$ cat config.mk
export PLATFORM = sky130hd
export DESIGN_NAME = rom_dl_router
export DESIGN_NICKNAME = d
export VERILOG_FILES = /design/src/rtl/rom_dl_pkg.sv /design/src/rtl/rom_dl_packer.sv /design/src/rtl/rom_dl_router.sv
export SDC_FILE = /design/constraint.sdc
export NUM_CORES = 1
export LEC_CHECK = 0
export CAP_MARGIN = 40
export CORE_ASPECT_RATIO = 2
export CORE_MARGIN = 2
export CORE_UTILIZATION = 40
export CTS_BUF_LIST = sky130_fd_sc_hd__clkbuf_8
export CTS_CLUSTER_DIAMETER = 40
export CTS_CLUSTER_SIZE = 10
export DETAILED_ROUTE_END_ITERATION = 6
export DONT_BUFFER_PORTS = 1
export PLACE_DENSITY = 0.6
export SYNTH_ARGS = -nofsm -noshare
export SYNTH_HDL_FRONTEND = slang
export SYNTH_SLANG_ARGS = --single-unit
$ cat constraint.sdc
create_clock -name CLK -period 4.57 [get_ports CLK]
set_input_delay 0.2285 -clock CLK [delete_from_list [all_inputs] [get_ports CLK]]
set_output_delay 0.2285 -clock CLK [all_outputs]
set_load 0.01 [all_outputs]
$ cat src/rtl/rom_dl_pkg.sv
// rtl/rom_dl_pkg.sv - shared types and helpers for the ROM download router
package rom_dl_pkg;

   localparam int IOCTL_AW = 25;

   typedef enum logic [1:0] {IDLE, LOAD, FINISH} dl_state_e;

   // 32 bits covers the largest region count; callers truncate to NUM_REGIONS.
   function automatic logic [31:0] onehot_region(input logic [IOCTL_AW-1:0] idx);
      logic [31:0] v;
      v = '0;
      if (idx < IOCTL_AW'(32)) v[idx[4:0]] = 1'b1;
      return v;
   endfunction

endpackage

$ cat src/rtl/rom_dl_packer.sv
// rtl/rom_dl_packer.sv - byte pairing and ROM write output register stage
// OUT_W=16 pairs even/odd bytes little-endian; OUT_W=8 is a plain register.
module rom_dl_packer #(
   parameter int NUM_REGIONS = 10,
   parameter int REGION_AW   = 12,
   parameter int OUT_W       = 8
) (
   input  logic                                CLK,
   input  logic                                RESET_N,
   input  logic                                i_clear,
   input  logic                                i_valid,
   input  logic [NUM_REGIONS-1:0]              i_region_oh,
   input  logic [REGION_AW-1:0]                i_off,
   input  logic [7:0]                          i_byte,
   output logic [NUM_REGIONS-1:0]              o_cs,
   output logic [REGION_AW-(OUT_W/16)-1:0]     o_addr,
   output logic [OUT_W-1:0]                    o_data,
   output logic                                o_wr
);

   generate
      if (OUT_W == 16) begin : g_pack16
         logic [7:0] r_pend;
         logic       w_fire;

         assign w_fire = i_valid && !i_clear && i_off[0];

         always_ff @(posedge CLK or negedge RESET_N) begin
            if (!RESET_N) begin
               r_pend <= '0;
               o_cs   <= '0;
               o_addr <= '0;
               o_data <= '0;
               o_wr   <= 1'b0;
            end else begin
               o_wr <= w_fire;
               o_cs <= w_fire ? i_region_oh : '0;
               if (i_clear) begin
                  r_pend <= '0;
               end else if (i_valid) begin
                  // Zeroing pending after use makes a lone odd byte pair with 0x00.
                  if (i_off[0]) begin
                     o_addr <= i_off[REGION_AW-1:1];
                     o_data <= {i_byte, r_pend};
                     r_pend <= '0;
                  end else begin
                     r_pend <= i_byte;
                  end
               end
            end
         end
      end else begin : g_pass8
         logic w_fire;

         assign w_fire = i_valid && !i_clear;

         always_ff @(posedge CLK or negedge RESET_N) begin
            if (!RESET_N) begin
               o_cs   <= '0;
               o_addr <= '0;
               o_data <= '0;
               o_wr   <= 1'b0;
            end else begin
               o_wr <= w_fire;
               o_cs <= w_fire ? i_region_oh : '0;
               if (w_fire) begin
                  o_addr <= i_off;
                  o_data <= i_byte;
               end
            end
         end
      end
   endgenerate

endmodule

$ cat src/rtl/rom_dl_router.sv
// rtl/rom_dl_router.sv - routes an ioctl download stream into N equal ROM regions
// Optional running byte checksum: define ROM_DL_CHECKSUM_EN.
module rom_dl_router
   import rom_dl_pkg::*;
#(
   parameter int          NUM_REGIONS = 10,
   parameter int          REGION_AW   = 12,
   parameter int unsigned BASE_ADDR   = 0,
   parameter int          DL_INDEX    = 0,
   parameter int          OUT_W       = 8
) (
   input  logic                              CLK,
   input  logic                              RESET_N,
   input  logic                              ioctl_download,
   input  logic [7:0]                        ioctl_index,
   input  logic [IOCTL_AW-1:0]               ioctl_addr,
   input  logic [7:0]                        ioctl_dout,
   input  logic                              ioctl_wr,
   output logic [NUM_REGIONS-1:0]            rom_cs,
   output logic [REGION_AW-(OUT_W/16)-1:0]   rom_addr,
   output logic [OUT_W-1:0]                  rom_data,
   output logic                              rom_wr,
   output logic                              busy,
   output logic                              done,
   output logic                              short_load,
   output logic                              out_of_range,
   output logic [IOCTL_AW-1:0]               bytes_loaded,
   output logic [15:0]                       checksum
);

   localparam logic [31:0]          TOTAL  = 32'(NUM_REGIONS) << REGION_AW;
   localparam logic [IOCTL_AW-1:0]  BASE_A = IOCTL_AW'(BASE_ADDR);
   localparam logic [7:0]           IDX    = 8'(DL_INDEX);

   dl_state_e              r_state;
   logic                   r_dl_d;
   logic                   r_busy;
   logic                   r_done;
   logic                   r_short;
   logic                   r_oor;
   logic [IOCTL_AW-1:0]    r_bytes;

   logic [IOCTL_AW-1:0]    w_off;
   logic                   w_in_range;
   logic                   w_accept;
   logic                   w_start;
   logic                   w_fall;
   logic                   w_clear;
   logic                   w_short;
   logic [NUM_REGIONS-1:0] w_region_oh;

   assign w_off       = ioctl_addr - BASE_A;
   assign w_in_range  = (ioctl_addr >= BASE_A) && ({7'd0, w_off} < TOTAL);
   assign w_accept    = (r_state == LOAD) && ioctl_wr && w_in_range;
   assign w_start     = (r_state == IDLE) && ioctl_download && !r_dl_d && (ioctl_index == IDX);
   assign w_fall      = !ioctl_download && r_dl_d;
   // FINISH also clears so a dangling even byte never leaks into the next load.
   assign w_clear     = w_start || (r_state == FINISH);
   assign w_short     = {7'd0, r_bytes} < TOTAL;
   assign w_region_oh = NUM_REGIONS'(onehot_region(w_off >> REGION_AW));

   always_ff @(posedge CLK or negedge RESET_N) begin
      if (!RESET_N) begin
         r_state <= IDLE;
         r_dl_d  <= 1'b0;
         r_busy  <= 1'b0;
         r_done  <= 1'b0;
         r_short <= 1'b0;
         r_oor   <= 1'b0;
         r_bytes <= '0;
      end else begin
         r_dl_d <= ioctl_download;
         case (r_state)
            IDLE: begin
               if (w_start) begin
                  r_state <= LOAD;
                  r_busy  <= 1'b1;
                  r_done  <= 1'b0;
                  r_short <= 1'b0;
                  r_oor   <= 1'b0;
                  r_bytes <= '0;
               end
            end
            LOAD: begin
               if (ioctl_wr) begin
                  if (!w_in_range) r_oor <= 1'b1;
                  else if (r_bytes != {IOCTL_AW{1'b1}}) r_bytes <= r_bytes + 1'b1;
               end
               if (w_fall) begin
                  r_state <= FINISH;
                  r_busy  <= 1'b0;
               end
            end
            FINISH: begin
               r_short <= w_short;
               r_done  <= !w_short && !r_oor;
               r_state <= IDLE;
            end
            default: begin
               r_state <= IDLE;
               r_busy  <= 1'b0;
            end
         endcase
      end
   end

`ifdef ROM_DL_CHECKSUM_EN
   logic [15:0] r_checksum;

   always_ff @(posedge CLK or negedge RESET_N) begin
      if (!RESET_N)      r_checksum <= '0;
      else if (w_start)  r_checksum <= '0;
      else if (w_accept) r_checksum <= r_checksum + {8'd0, ioctl_dout};
   end

   assign checksum = r_checksum;
`else
   assign checksum = 16'h0000;
`endif

   rom_dl_packer #(
      .NUM_REGIONS (NUM_REGIONS),
      .REGION_AW   (REGION_AW),
      .OUT_W       (OUT_W)
   ) u_packer (
      .CLK         (CLK),
      .RESET_N     (RESET_N),
      .i_clear     (w_clear),
      .i_valid     (w_accept),
      .i_region_oh (w_region_oh),
      .i_off       (w_off[REGION_AW-1:0]),
      .i_byte      (ioctl_dout),
      .o_cs        (rom_cs),
      .o_addr      (rom_addr),
      .o_data      (rom_data),
      .o_wr        (rom_wr)
   );

   assign busy         = r_busy;
   assign done         = r_done;
   assign short_load   = r_short;
   assign out_of_range = r_oor;
   assign bytes_loaded = r_bytes;

endmodule
* Word level (Yosys, flattened, before mapping)
Index checks and enable logic that the tools add are counted.
W data, S select, Z words.
** Storage, ports and cells
- Register bits after elaboration :: 63
- Bits of input ports :: 45
- Output and inout bits :: 76
- Logic and storage cells :: 74
** Operators by class
- Add/subtract/negate cells :: 1
- $lt $le $gt $ge :: 6
- Equality and inequality tests :: 9
- Mux-type cells :: 21
- Bitwise gates (word level) :: 1
- Reduce and logical (&&, ||, !) cells :: 25
** Operators by type and width (number)
- $mux W25 :: 4
- $lt A25 B16 Y1 const B :: 2
- $pmux W25 S2 :: 1
- $add A25 B1 Y25 const B :: 1
- $ge A25 B1 Y1 const B :: 1
- $ne A25 B25 Y1 const B :: 1
- $mux W10 :: 2
- $lt A13 B6 Y1 const B :: 1
- $logic_and A1 B1 Y1 :: 10
- $ne A2 B2 Y1 const B :: 5
- $logic_not A8 Y1 :: 1
- $lt A5 B6 Y1 const B :: 1
- $mux W1 :: 6
- $pmux W1 S2 :: 3
- $demux W1 S5 :: 1
- $ge A5 B1 Y1 const B :: 1
- $logic_not A1 Y1 :: 5
- $reduce_and A5 Y1 :: 1
- $mux W2 :: 2
- $pmux W2 S2 :: 1
- $reduce_and A2 Y1 :: 2
- $reduce_and A4 Y1 :: 1
- $reduce_bool A2 Y1 :: 2
- $pmux W1 S3 :: 1
- other kinds (7) :: 7

* Depth between registers and ports, before layout
Gate-level depths: netlist of run 1.
- Depth in word-level cells :: 8
- Mapped depth :: 8

* By module
From an unflattened synthesis of run 1, not the netlist that was laid out.
** Second synthesis, totals
- Cell total of the unflattened synthesis :: 322
- Area, all modules :: 3229.3 um2
** Modules (own cells, without submodules)
- rom_dl_router :: instances 1, cells each 257, area an instance 2120.8 um2
- rom_dl_packer :: instances 1, cells each 65, area an instance 1108.6 um2

* Worst setup path before layout of run 1
OpenSTA, ideal clock, no wires.
- Path kind :: reg2reg
- Start :: register r_bytes[0] (netlist: bytes_loaded[0])
- End :: register r_bytes[0] (netlist: bytes_loaded[0])
- Setup time :: 0.125 ns
- Arrival :: 1.809 ns
- Data required time :: 4.445 ns
- Slack :: 2.637 ns
- Cell stages (with the launch flop) :: 7
- Clock period less this slack :: 1.933 ns
- Path through :: dfrtp_1 > ha_1 > nand2_1 > nor4_4 > a211oi_2 > buf_4 > mux2_2
** On the way
- Longest elaborated chain between the ends :: 5
- Elaborated cells on any way between the ends :: 8
- Those cells by class :: add/sub: 1; eq/ne: 2; mux: 4; reduce/logical: 1
** Ends and longest elaborated chain
- start, declared :: line rom_dl_router.sv:41 : logic [IOCTL_AW-1:0] r_bytes;
- start signal, assigned :: line rom_dl_router.sv:87 : else if (r_bytes != {IOCTL_AW{1'b1}}) r_bytes <= r_bytes + 1'b1;
- $add A25 B1 Y25 :: line rom_dl_router.sv:87
- $mux W25 :: line rom_dl_router.sv:87
- $mux W25 :: line rom_dl_router.sv:86 : if (!w_in_range) r_oor <= 1'b1;
- $mux W25 :: line rom_dl_router.sv:85 : if (ioctl_wr) begin
- $pmux W25 S2 :: line rom_dl_router.sv:73 : case (r_state)
Several ways; a longest one is shown, not always the timed one. The select of a mux whose other input is x is not followed.
A chain may end at the register's enable or synchronous reset.

* Worst setup path after layout of run 1
- Start :: register r_state[0]
- End :: register r_bytes[10] (netlist: bytes_loaded[10])
** On the way
- Longest elaborated chain between the ends :: 6
- Elaborated cells on any way between the ends :: 12
- Those cells by class :: eq/ne: 5; mux: 1; reduce/logical: 6
** Ends and longest elaborated chain
- start, declared :: line rom_dl_router.sv:35 : dl_state_e r_state;
- start signal, assigned :: line rom_dl_router.sv:64 : r_state <= IDLE;
- start signal, assigned :: line rom_dl_router.sv:76 : r_state <= LOAD;
- start signal, assigned :: line rom_dl_router.sv:90 : r_state <= FINISH;
- $logic_not A2 Y1 :: line rom_dl_router.sv:55, rom_dl_router.sv:73
- $logic_and A1 B1 Y1 (3 in series) :: line rom_dl_router.sv:55 : assign w_start = (r_state == IDLE) && ioctl_download && !r_dl_d && (ioctl_index == IDX);
- $ne A2 B2 Y1 (no source line)
- $reduce_and A5 Y1 (no source line)
Several ways; a longest one is shown, not always the timed one.

==> metrics.md, run 1 <==
| Metric | Value |
|---|---|
| Outcome | `finished clean` |
| Main synth FF type | `dfrtp_1` |
| Final Critical Period | `2520 ps` |
| Clk Tree Root Cell | `clkbuf_8` |
| Crit end category | `flip-flop` |
| Switching Share | `0.196` |
| Core box area | `7490 sq um` |
| Area Growth Syn to Fin | `11.5%` |
| Hold Fails Final Rpt | `0` |
| Diodes inserted | `0` |
| DP Worst Slack | `2070 ps` |
| YS warnings | `0` |
| RR Startpoint | `r_state[0]` |
| Clock group share of total power | `0.492` |
| Die height | `127 microns` |
| GRT Residual Overflow | `0` |
| Synth top area share | `0.517` |
| Final WL | `7.00 mm` |
| R2R setup slack | `2050 ps` |
| Share of flip-flops with an asynchronous set or reset | `1.00` |
| Setup TNS | `0 ps` |
| Drt pass-1 iters | `4` |
| WHS Endpoint | `u_packer.o_cs[5]` |
| Vias in the first global route | `2248` |
| Layout cells sized above 1 | `0.162` |
| Initial DRC Count | `264` |
| Vias | `2284` |
| Flop pwr share | `0.479` |
| Die Area | `8380 sq um` |
| Delay-heaviest family, CP | `simple AND/OR/NAND/NOR gates` |
| Final Worst Setup Slack | `2050 ps` |
| Final setup violating endpoints | `0` |
| Logic pwr share | `0.029` |
| Largest area contributor in the netlist | `dfrtp_1` |
| Initial antenna violation count | `0` |
| Critical path launch point type | `flip-flop` |
| Drt wl/cell | `17.7 microns` |
| CP required | `4760 ps` |
| Hold_sp | `ioctl_addr[14]` |
| WS Path Type | `reg2reg` |
| CTS tree | `done` |
| Gr usage total | `0.175` |
| Clk_skew | `8.47 ps` |
| Crit Path Max Fanout | `17` |
| Pint | `0.961 mW` |
| Relative slew slack | `0.575` |
| Maxcap violations | `0` |
| Number of flops mapped to enable cells by yosys | `0` |
| Input/output buffers | `0` |
| Worst-margin pin slew | `638 ps` |
| Worst hold path type | `in2reg` |
| R2R depth | `5` |
| Antenna-violating nets left | `0` |
| CP max stage cell | `and3_1` |
| Std cell rows | `45` |
| CP Cell Sequence | `nor4b_1, nand3_1, nand2_1, and3_1, a31oi_1` |
| Synth top area cells | `dfrtp_1, mux2_2, buf_4` |
| Setup Buffers After CTS | `0` |
| Leak | `1.53 nW` |
| CTS clk-pin slew, worst paths | `70 ps` |
| Crit path DAT | `2710 ps` |
| Crit-path max cell delay | `630 ps` |
| Hold path depth | `2` |
| Netlist cell types | `44` |
| Dpl hpwl | `5.03 mm` |
| Total CTS buffers | `9` |
| Top-count cell post-synth | `dfrtp_1` |
| Worst Path Buf+Inv | `0` |
| Peak supply drop | `0.191 mV` |
| Clock buffer depth | `2` |
| FF-to-FF End | `bytes_loaded[10]` |
| Fin crit share | `0.551` |
| Worst skew pair latency | `340 ps` |
| H-tree Lvls | `3` |
| First-pass GRT wire length | `11.2 mm` |
| Clock Sinks | `63` |
| Syn Std Cell Area | `3050 sq um` |
| Slew Limit Fails | `0` |
| Commonest cells in the netlist | `dfrtp_1, nand2_1, mux2_2, buf_4, nor2_1` |
| Die W | `65.7 microns` |
| Vias per inst | `5.77` |
| RSZ-0062 raised after global routing | `no` |
| Net switching power | `0.235 mW` |
| Fillcell total | `727` |
| Sequential area share after synthesis | `0.517` |
| Avg Synthesized Cell Area | `10.6 sq um` |
| DRC | `0` |
| Initial Util | `0.407` |
| Synthesized flop and latch total | `63` |
| Largest net degree at the start of global routing | `64` |
| Final nets | `344` |
| Gate Count Post-Synth | `289` |
| I/O pins | `121` |
| F_max | `397 MHz` |
| GP Congestion | `0.810` |
| PD cells | `352 nW/um^2` |
cell families (layout without fill, tap and decap cells):
| kind of cell | count (synthesis) | count (layout) | synth area share |
|---|---|---|---|
| AO/OA/AOI/OAI | 52 | 52 | 0.112 |
| adder cells (fa/ha/maj) | 1 | 1 | 0.00410 |
| buffers and inverters | 32 | 30 | 0.0669 |
| flip-flops | 63 | 63 | 0.517 |
| multiplexers | 25 | 25 | 0.0907 |
| other | 1 | 16 | 0.00123 |
| AND/OR/NAND/NOR | 115 | 115 | 0.208 |
stage by stage:
stage               power, mW   util  cells  instance area [sq um]  hold slack (ps)
floorplan               0.607      -    304                   3110            -67.1
global placement        0.600  0.407    372                   3050            -65.7
detailed placement      0.601  0.410    374                   3070            -65.6
CTS                      1.21  0.454    396                   3400             2.12
global route             1.24  0.454    396                   3400             16.5
finish                   1.20  0.454    396                   3400             21.6
timing repair:
action	4_1_cts	5_1_grt
hold buffers	7	0
gates resized for setup	0	0
setup endpoints to repair	0	0
hold endpoints to repair	70	0
layout make-up:
cell class                      count  area (sq um)  area share
Multi-Input combinational cell    209          1330       0.390
Sequential cell                    63          1580       0.464
Timing Repair Buffer               10           118      0.0346
Clock inverter                      4          93.8      0.0276
Clock buffer                       11           151      0.0445
Tap cell                           94           118      0.0346
Inverter                            5          18.8     0.00552
placed cells by master, fill, tap and decap left out, types with 2 or more instances in the layout:
cell type	instances
conb_1	16
a21oi_1	12
nor4_4	2
dlygate4sd3_1	6
bufinv_16	3
nand4b_1	3
o21a_1	3
or3_1	2
a31oi_1	15
nand3_1	14
nor2_1	17
dfrtp_1	63
nor4_1	7
and4_1	2
buf_4	2
nand4_1	5
mux2_2	21
inv_1	6
and3_1	3
clkbuf_8	11
mux2i_1	4
nand2b_1	9
a41oi_1	7
nor3_1	11
nand2_1	31
o21ai_0	8
per-layer routing:
metal | wire [microns] | GRT usage | vias to the layer above
met5 | 0 | 0 | -
met4 | 149 | 0.0760 | 0
met3 | 778 | 0.0827 | 12
met2 | 3300 | 0.263 | 124
met1 | 2770 | 0.213 | 1097
li1 | - | - | 1051
power by group through the flow:
| stage | registers [mW] | clock network [mW] | logic (mW) |
|---|---|---|---|
| 6_report | 0.573 | 0.588 | 0.0351 |
| 5_1_grt | 0.573 | 0.629 | 0.0402 |
| 4_1_cts | 0.573 | 0.606 | 0.0357 |
| 3_5_place_dp | 0.583 | 0 | 0.0177 |
| 3_3_place_gp | 0.583 | 0 | 0.0168 |
| 2_1_floorplan | 0.581 | 0 | 0.0258 |
worst max path at each step:
stage / start / endpoint / depth (start not counted)
2_1_floorplan: bytes_loaded[0] / bytes_loaded[0] / 6
3_3_place_gp: ioctl_addr[21] / u_packer.o_cs[2] / 5
3_5_place_dp: r_state[1] / bytes_loaded[3] / 5
4_1_cts: r_state[1] / bytes_loaded[10] / 5
5_1_grt: r_state[1] / bytes_loaded[11] / 5
6_report: r_state[0] / bytes_loaded[10] / 5
state kept, by name (all words and copies together), names as in the netlist:
name and flops:
u_packer.o_wr 1, busy 1, done 1, short_load 1, u_packer.o_addr 12, u_packer.o_cs 10, u_packer.o_data 8, out_of_range 1
r_state 2, bytes_loaded 25, r_dl_d 1
(Power assumes the default switching activity.)
==> run 2, diff against run 1 <==
--- a/config.mk
+++ b/config.mk
@@ -5,6 +5,7 @@
 export SDC_FILE = /design/constraint.sdc
 export NUM_CORES = 1
 export LEC_CHECK = 0
+export ABC_AREA = 1
 export CAP_MARGIN = 40
 export CORE_ASPECT_RATIO = 2
 export CORE_MARGIN = 2
==> constraint.sdc (replaced) <==
create_clock -name CLK -period 2.4 [get_ports CLK]
set_input_delay 0.12 -clock CLK [delete_from_list [all_inputs] [get_ports CLK]]
set_output_delay 0.12 -clock CLK [all_outputs]
set_load 0.01 [all_outputs]
==> run 2 against run 1 <==
Clock skew increased by 2.1 ps. Via count increased by 40%. Highest routed layer unchanged. Largest power group is now sequential cells. Largest cell class is now multi-input gates. Sequential power grew 110%.
==> metrics.md, run 2 <==
| Metric | Value |
|---|---|
| Outcome | `finished clean` |
| Area Growth Syn to Fin | `15.4%` |
| Antenna-violating nets left | `0` |
| Die W | `70.8 microns` |
| Initial Util | `0.413` |
| Clk_skew | `10.6 ps` |
| Maxcap violations | `0` |
| R2R depth | `7` |
| Vias in the first global route | `3055` |
| Critical path launch point type | `input port` |
| I/O pins | `121` |
| CTS tree | `done` |
| CP required | `2670 ps` |
| Die Area | `9740 sq um` |
| Netlist cell types | `32` |
| Final setup violating endpoints | `0` |
| Largest net degree at the start of global routing | `64` |
| Gr usage total | `0.196` |
| Fin crit share | `0.929` |
| Input/output buffers | `0` |
| Initial antenna violation count | `0` |
| Commonest cells in the netlist | `nand2_1, nor2_1, dfrtp_1, inv_1, nand3_1` |
| RSZ-0062 raised after global routing | `no` |
| Number of flops mapped to enable cells by yosys | `0` |
| CTS clk-pin slew, worst paths | `70 ps` |
| Drt pass-1 iters | `4` |
| Gate Count Post-Synth | `494` |
| Hold path depth | `2` |
| Crit-path max cell delay | `600 ps` |
| Core box area | `8650 sq um` |
| Crit Path Max Fanout | `7` |
| Worst Path Buf+Inv | `4` |
| WP depth | `9` |
| WS Path Type | `in2reg` |
| Main synth FF type | `dfrtp_1` |
| Most frequent cells in the layout | `nand2_1, nor2_1, dfrtp_1` |
| Share of flip-flops with an asynchronous set or reset | `1.00` |
| Final WL | `9.41 mm` |
| Initial DRC Count | `142` |
| Diodes inserted | `0` |
| Clock buffer depth | `2` |
| F_max | `449 MHz` |
| Most common cell after layout, fill and taps aside | `nand2_1` |
| Die height | `138 microns` |
| Crit end category | `flip-flop` |
| Layout cells sized above 1 | `0.111` |
| Worst hold path type | `in2reg` |
| Sequential area share after synthesis | `0.442` |
| Peak supply drop | `0.391 mV` |
| YS warnings | `0` |
| Final Critical Period | `2230 ps` |
| DRC | `0` |
| CP Cell Sequence | `dlygate4sd3_1, inv_1, nand2_1, a21oi_1, nand2_1, nor2_2, clkinvlp_4, nor4_1, dlygate4sd3_1` |
| H-tree Lvls | `3` |
| Largest area contributor in the netlist | `dfrtp_1` |
| Vias per inst | `5.00` |
| Top-count cell post-synth | `nand2_1` |
| Crit path DAT | `2500 ps` |
| Dpl hpwl | `6.86 mm` |
| Final nets | `583` |
| Max reg flops | `25` |
| CP max stage cell | `dlygate4sd3_1` |
| Clk Tree Root Cell | `clkbuf_8` |
| PD cells | `621 nW/um^2` |
| GRT Residual Overflow | `0` |
| Setup TNS | `0 ps` |
| Leak | `2.28 nW` |
| Std cell rows | `48` |
| Clock Sinks | `63` |
| Delay-heaviest family, CP | `buffers and inverters` |
| Avg Synthesized Cell Area | `7.22 sq um` |
| First-pass GRT wire length | `14.6 mm` |
| Slew Limit Fails | `0` |
| Syn Std Cell Area | `3570 sq um` |
| Vias | `3209` |
| Synthesized flop and latch total | `63` |
| Synth top area cells | `dfrtp_1, nand2_1, nor2_1` |
| Total CTS buffers | `9` |
| Worst skew pair latency | `340 ps` |
| Drt wl/cell | `14.7 microns` |
| GP Congestion | `0.870` |
| Synth top area share | `0.442` |
| Overall Power | `2.56 mW` |
| Hold Fails Final Rpt | `0` |
-- run 2: cell count changes after synthesis, sizes merged, moves of 4 or more --
cell,change
nand2,+146
nor2,+64
inv,+55
mux2,-21
nand3,+17
a31oi,-15
o21ai,+13
nand2b,-9
nor3,-8
a41oi,-7
nor4,-7
mux2i,-4
-- run 2: final cells by class --
cell class | count | area [sq um]
Timing Repair inverter | 1 | 5.00
Clock inverter | 7 | 41.3
Sequential cell | 63 | 1580
Multi-Input combinational cell | 359 | 1600
Clock buffer | 9 | 124
Tap cell | 100 | 125
Timing Repair Buffer | 42 | 413
Fill cell | 863 | 4530
Inverter | 61 | 233
-- run 2: per-stage QoR --
stage,setup WS [ps],instances,utilization,area [sq um],hold slack [ps]
2_1_floorplan,638,509,-,3620,-176
3_3_place_gp,398,594,0.419,3630,-174
3_5_place_dp,352,594,0.419,3630,-174
4_1_cts,98.1,637,0.472,4080,0.322
5_1_grt,8.86,642,0.476,4120,25.6
6_report,171,642,0.476,4120,23.2
-- run 2: logic make-up after synthesis --
family,after synthesis,synth area share
compound gates,34,0.0565
buf+inv,87,0.125
flops,63,0.442
fa+ha+maj,1,0.00351
other cells,1,0.00105
simple gates,308,0.372
-- run 2: path summary, 6_finish.rpt --
check	startpoint	to	slack, ps
setup / recovery	ioctl_addr[13]	u_packer.o_cs[8]	170
min in group asynchronous	RESET_N	bytes_loaded[9]	300
hold / removal	ioctl_addr[14]	u_packer.o_cs[6]	20
setup reg to reg	r_state[0]	u_packer.o_cs[8]	250
hold reg to reg	u_packer.o_data[0]	u_packer.o_data[0]	540
max in group asynchronous	RESET_N	r_state[0]	1820
-- run 2: metal layers --
metal | share of wire | track usage
met1 | 0.33 | 0.180
met2 | 0.56 | 0.358
met3 | 0.066 | 0.0673
met4 | 0.052 | 0.130
met5 | 0 | 0
-- run 2: timing repair --
item	CTS	global route
buffers inserted	0	4
setup endpoints to repair	0	2
endpoints found under the hold margin	96	0
hold buffers	27	0
resized for setup	0	1
-- run 2: power by group --
group	internal, mW	switching (mW)	total (mW)	leakage, nW
logic	0.178	0.365	0.543	1.43
clock network	0.365	0.440	0.804	0.0822
registers	1.11	0.0960	1.21	0.774
total	1.66	0.900	2.56	2.28
